`config.mk`:
```
export PLATFORM = sky130hd
export DESIGN_NAME = mux_rr_arbiter16
export DESIGN_NICKNAME = d
export VERILOG_FILES = /design/src/rtl/mux_rr_arbiter16.sv
export SDC_FILE = /design/constraint.sdc
export NUM_CORES = 1
export LEC_CHECK = 0
export BUFFER_PORTS_ARGS = -buffer_cell sky130_fd_sc_hd__buf_2
export CORE_MARGIN = 4
export CORE_UTILIZATION = 40
export CTS_CLUSTER_DIAMETER = 40
export DETAILED_ROUTE_END_ITERATION = 7
export PLACE_DENSITY = 0.78
export SYNTH_ARGS = -nofsm -noshare
export SYNTH_HDL_FRONTEND = slang
export SYNTH_SLANG_ARGS = --single-unit
```
`constraint.sdc`:
```
create_clock -name clk -period 4.9 [get_ports clk]
set_input_delay 1.225 -clock clk [delete_from_list [all_inputs] [get_ports clk]]
set_output_delay 1.225 -clock clk [all_outputs]
set_load 0.01 [all_outputs]
```
`src/rtl/mux_rr_arbiter16.sv`:
```
// Round-robin arbiter sharing one 16-bit output register among WAYS
// valid/ready requesters; winner's word selected by mux_n_way16.

module mux_n_way16 #(
  parameter  int WAYS      = 4,
  localparam int SEL_WIDTH = $clog2(WAYS)
) (
  input  logic [15:0]          d [WAYS],
  input  logic [SEL_WIDTH-1:0] sel,
  output logic [15:0]          y
);

  assign y = d[sel];

endmodule

module mux_rr_arbiter16 #(
  parameter  int WAYS      = 4,
  localparam int SEL_WIDTH = $clog2(WAYS)
) (
  input  logic                 clk,
  input  logic                 rst_n,
  input  logic [WAYS-1:0]      req_valid,
  input  logic [15:0]          req_data [WAYS],
  output logic [WAYS-1:0]      req_ready,
  output logic                 out_valid,
  input  logic                 out_ready,
  output logic [15:0]          out_data,
  output logic [SEL_WIDTH-1:0] out_src
);

  logic [SEL_WIDTH-1:0] last;
  logic [SEL_WIDTH-1:0] win;
  logic [SEL_WIDTH-1:0] idx;
  logic                 found;
  logic                 slot_free;
  logic                 xfer;
  logic [15:0]          mux_y;

  // Walk from farthest to nearest so the
  // closest index after last wins.
  always_comb begin
    win   = '0;
    found = 1'b0;
    idx   = '0;
    for (int k = WAYS; k >= 1; k--) begin
      idx = last + SEL_WIDTH'(k);
      if (req_valid[idx]) begin
        win   = idx;
        found = 1'b1;
      end
    end
  end

  assign slot_free = !out_valid || out_ready;
  assign xfer      = rst_n && found && slot_free;

  always_comb begin
    req_ready = '0;
    if (xfer)
      req_ready[win] = 1'b1;
  end

  mux_n_way16 #(
    .WAYS (WAYS)
  ) u_mux (
    .d   (req_data),
    .sel (win),
    .y   (mux_y)
  );

  always_ff @(posedge clk or negedge rst_n) begin
    if (!rst_n) begin
      out_valid <= 1'b0;
      out_data  <= 16'h0000;
      out_src   <= '0;
      last      <= SEL_WIDTH'(WAYS - 1);
    end else if (xfer) begin
      out_valid <= 1'b1;
      out_data  <= mux_y;
      out_src   <= win;
      last      <= win;
    end else if (out_valid && out_ready) begin
      out_valid <= 1'b0;
    end
  end

endmodule

```
; After elaboration in Yosys (flattened, before gate mapping)
; Cells that the tools add are included.
[totals]
out_inout_bits = 23
reg_bits = 21
wordCells = 46
[op_classes]
n_reduce_logical = 7
order_cmp = 7
bitwise = 1
n_mux = 24
add_sub_neg = 3
[ops]
columns = operator, count
row1 = $bmux 16 s2, 1
row2 = $mux 16, 2
row3 = $lt 2x3->1 const B, 5
row4 = $mux 1, 11
row5 = $bmux 1 s2, 4
row6 = $mux 2, 4
row7 = $add 2x2->2 const B, 2
row8 = $logic_and 1x1->1, 4
row9 = $mux 4, 1
row10 = $ge 3x3->1 const B, 1
row11 = $not 2->3, 1
row12 = $add 2x1->2 const B, 1
row13 = $demux 1 s2, 1
row14 = $ge 2x1->1 const B, 1
row15 = $reduce_bool 2->1, 1
row16 = $logic_not 1->1, 1
row17 = $logic_or 1x1->1, 1

; Depth between registers and ports, before layout
[logic_depth]
ltp_word = 11
depth_mapped = 7
depth_no_buf = 5

; Cells and area by module
; Synthesis repeated with hierarchy kept, for this count alone.
[hier_totals]
hier_cells = 92
area_unflattened_um2 = 1443.9
[modules_own_cells]
columns = mod, cells_per_inst, area_each_um2, n_inst
row1 = mux_rr_arbiter16, 72, 1019.7, 1
row2 = mux_n_way16, 20, 424.2, 1

; Least setup slack after synthesis
; OpenSTA, ideal clock, no wires.
[synth_path]
path_type = input-to-output
startpoint = input port req_valid[0]
endpoint = output port req_ready[2]
arrival_time_ns = 2.281
slack_ns = 1.394
cell_stages = 6
t_required_ns = 3.675
path_buffers = 2
path_cell_list = o41a_1 nand2_2 or2_1 buf_6 buf_8 nor2_1
[synth_via]
elab_chain_cells = 11
elab_cells_between_ends = 24
classes_between = 2 x order compare / 19 x mux / 3 x reduce/logical
[synth_rtl]
columns = element, line_no
row1 = from (decl), 23  ; input logic [WAYS-1:0] req_valid,
row2 = $bmux 1 s2, 48  ; if (req_valid[idx]) begin
row3 = $mux 1 (not written as such), 48
row4 = $mux 2 (4 in series), 48
row5 = $lt 2x3->1 (not written as such) / $ge 2x1->1 (equally long branches), 61  ; req_ready[win] = 1'b1;
row6 = $logic_and 1x1->1 (not written as such), 61
row7 = $mux 1 (not written as such), 61
row8 = $demux 1 s2, 61
row9 = $mux 4 *, 60  ; if (xfer)
row10 = to (decl), 25  ; output logic [WAYS-1:0] req_ready,
; Mark *: on every way between the ends. The rest lies on a longest branch, timed or not. The select of a mux whose other input is x is not followed.

; Final worst setup path
; Ends and elaborated chain as after synthesis.

==> out/metrics.yaml <==
floorplan:
  dieArea_sq_um: 5330
  pin_count: 94
  die_h_microns: 73.0
  die_x_microns: 73.0
  row_count: 23
  start_util_pct: 41.9
  coreArea_sq_um: 4030
worst_hold_path:
  holdCritPathClass: "flip-flop to flip-flop"
  hold_depth: 2
  worstHoldEndpoint: "out_data[14]$_DFFE_PN0P_"
  hold_start: "out_data[14]$_DFFE_PN0P_"
clock_network:
  clock_sinks: 21
  cts_setup_buffers: 0
  holdBufCountCts: 0
  cts_buffer_depth: 2
  path_clk_slew_ns: 0.08
  cts_tree: "built"
  cts_buffers: 3
  clockRootBuffer: "clkbuf_8"
  htreeDepth: 1
  clock_latency_ns: 0.25
  ctsResizeCount: 0
drt:
  drc_errors: 0
  wl_per_cell_microns: 14.0
  route.vias.total: 1568
  postRouteWirelength_microns: 4210
  dr.first_iter.drc_count: 41
  via_per_inst: 5.21
  ant_nets: 0
  drt-pass1-iter-count: 4
sta:
  finClkSkew_ns: 0.00394
  worst_pin_slew_ns: 0.521
  slew_headroom_pct: 65.3
  finalSetupViolations: 0
  rsz0062_at_grt: "no"
  fin_crit_ns: 3.91
  hold_viol: 0
  max_freq_mhz: 256
  tns_ns: 0
  maxSlewViolCount: 0
  min_period_over_period_pct: 79.8
synth:
  seq_area_frac_synth_pct: 31.3
  synth_warnings: 0
  netlist-cell-type-count: 28
  synth_top_area_share_pct: 28.1
  syn_nets: 231
  synth_enable_flop_cells: 0
  async_reset_ff_share_pct: 100
  postSynthAreaPerCell_sq_um: 10.6
  synth_most_common_cell: "nand3_1"
  synthFlopType: "dfrtp_1"
  yosys-top-cells-count: "nand3_1, dfrtp_1, nand2_1, mux2i_1, o211ai_2"
  synth_area_sq_um: 1690
  synth_area_leaders: "dfrtp_1, o211ai_2, mux2i_1"
  synth-seq-cells: 21
  yosys.area.top_type: "dfrtp_1"
  syn_inst: 160
place:
  io_buffers: 93
  place_inst: 297
  hpwlAfterDp_microns: 3330
  gp_congestion: 0.774
cells_and_area:
  fin_nets: 323
  drive_gt1_share_pct: 59.0
  multi_input_area_sq_um: 1010
  syn_to_final_growth_pct: 28.5
  antennaDiodeCount: 0
  fillCellCount: 389
  ff_latch_area_sq_um: 528
  fin_cells: 301
power_and_ir_drop:
  comb_power_share_pct: 49.1
  p_per_area_nw_per_um2: 338
  swShare_pct: 37.4
  p_total_uw: 734
  pwr-share-seq_pct: 35.7
  p_clk_share_pct: 15.2
  power_leakage_nw: 1.07
  p_int_uw: 459
  ir_worst_vdd_v: 0.000138
  switching_power_uw: 275
outcome:
  outcome: "finished clean"
critical_path:
  worstPathRequired_ns: 3.67
  slowest_stage: "o41a_1"
  reg2reg_slack_ns: 2.76
  critical-path-max-stage-delay_ns: 0.46
  path_max_fanout: 18
  worst_ep_arrival_time_ns: 2.69
  critPathMostFrequentCell: "buf_2"
  crit_path_end_kind: "primary output"
  r2r_end: "out_data[9]$_DFFE_PN0P_"
  critPathKind: "input pin to primary output"
  worstPathCellList: "buf_2 > o41a_1 > nand2_2 > or2_1 > nor2_1 > buf_2"
  r2r-start: "last[1]$_DFFE_PN1P_"
  startpoint_type: "input pin"
  r2r_cells: 6
global_route:
  grt_pass1_wl_microns: 7100
  antenna_found_initial: 0
  grt_pass1_vias: 1595
  grt_max_degree: 37
  track_usage_pct: 16.9
  grt_overflow_total: 0
flow_run:
  max-cap-violations: 0
-- area by class of cell --
type,instances,area share [%]
Inverter,1,0.173
Tap cell,50,2.88
Clock buffer,4,2.07
Multi-Input combinational cell,125,46.7
Timing Repair Buffer,100,23.9
Sequential cell,21,24.3
-- layer usage --
metal	part of all wire (%)	vias up	track usage, %
li1	-	759	-
met1	43	753	21.3
met2	49	54	29.9
met3	8.1	2	2.89
met4	0.43	0	3.69
met5	0	-	0
-- worst max-delay path by stage --
stage	slack (ns)	to	cells after the start	startpoint
final	0.99	req_ready[2]	6	req_valid[0]
after global routing	0.86	req_ready[2]	6	req_valid[0]
after CTS	0.97	req_ready[2]	6	req_valid[0]
after detailed placement	0.98	req_ready[2]	6	req_valid[0]
after global placement	1.01	req_ready[3]	6	req_valid[0]
after floorplan	1.39	req_ready[2]	6	req_valid[0]
-- worst max-delay path: cells and delay by family --
| family | cells | cell delay, ns |
|---|---|---|
| simple gates | 3 | 0.70 |
| compound gates | 1 | 0.46 |
| buf+inv | 2 | 0.29 |
-- logic make-up (layout without fill, tap and decap cells) --
logic type	after synthesis	count (layout)	synth area share [%]
simple gates	69	69	21.8
mux	33	33	21.4
compound gates	23	23	16.8
flops	21	21	31.3
buf+inv	14	105	8.74
-- power groups by stage --
stage | clock network, mW | logic (mW) | registers [mW]
2_1_floorplan | 0 | 0.237 | 0.288
3_3_place_gp | 0 | 0.358 | 0.265
3_5_place_dp | 0 | 0.370 | 0.265
4_1_cts | 0.117 | 0.369 | 0.263
5_1_grt | 0.126 | 0.399 | 0.271
6_report | 0.111 | 0.360 | 0.262
-- sequential cells by signal (all words and copies together) (netlist names) --
register and count:
out_src 2, last 2, out_data 16, out_valid 1
-- through the flow --
step	hold WS (ns)	util (%)	cell area [sq um]	worst slack [ns]
after floorplan	0.506	-	1690	1.39
after global placement	0.475	52.8	2130	1.01
after detailed placement	0.482	52.8	2130	0.977
after CTS	0.500	53.9	2170	0.974
after global routing	0.520	53.9	2170	0.856
final	0.497	53.9	2170	0.988
-- placed cells by master, fill, tap and decap left out --
cell type,instances
clkbuf_1,1
mux2_4,3
nor2b_1,3
o211ai_2,16
nand3_1,25
nand3_2,7
nand2_2,1
buf_2,93
a21oi_1,2
clkbuf_8,3
inv_1,1
o221ai_4,1
nor2_1,7
and3b_1,1
or2_1,1
mux2_2,13
dfstp_2,2
nand2_1,18
buf_4,7
o31ai_4,1
nand2b_1,3
and2_1,1
mux2i_1,17
and2b_1,1
o41a_1,1
o21a_1,2
dfrtp_1,19
or2_2,1
(Power assumes the default switching activity.)
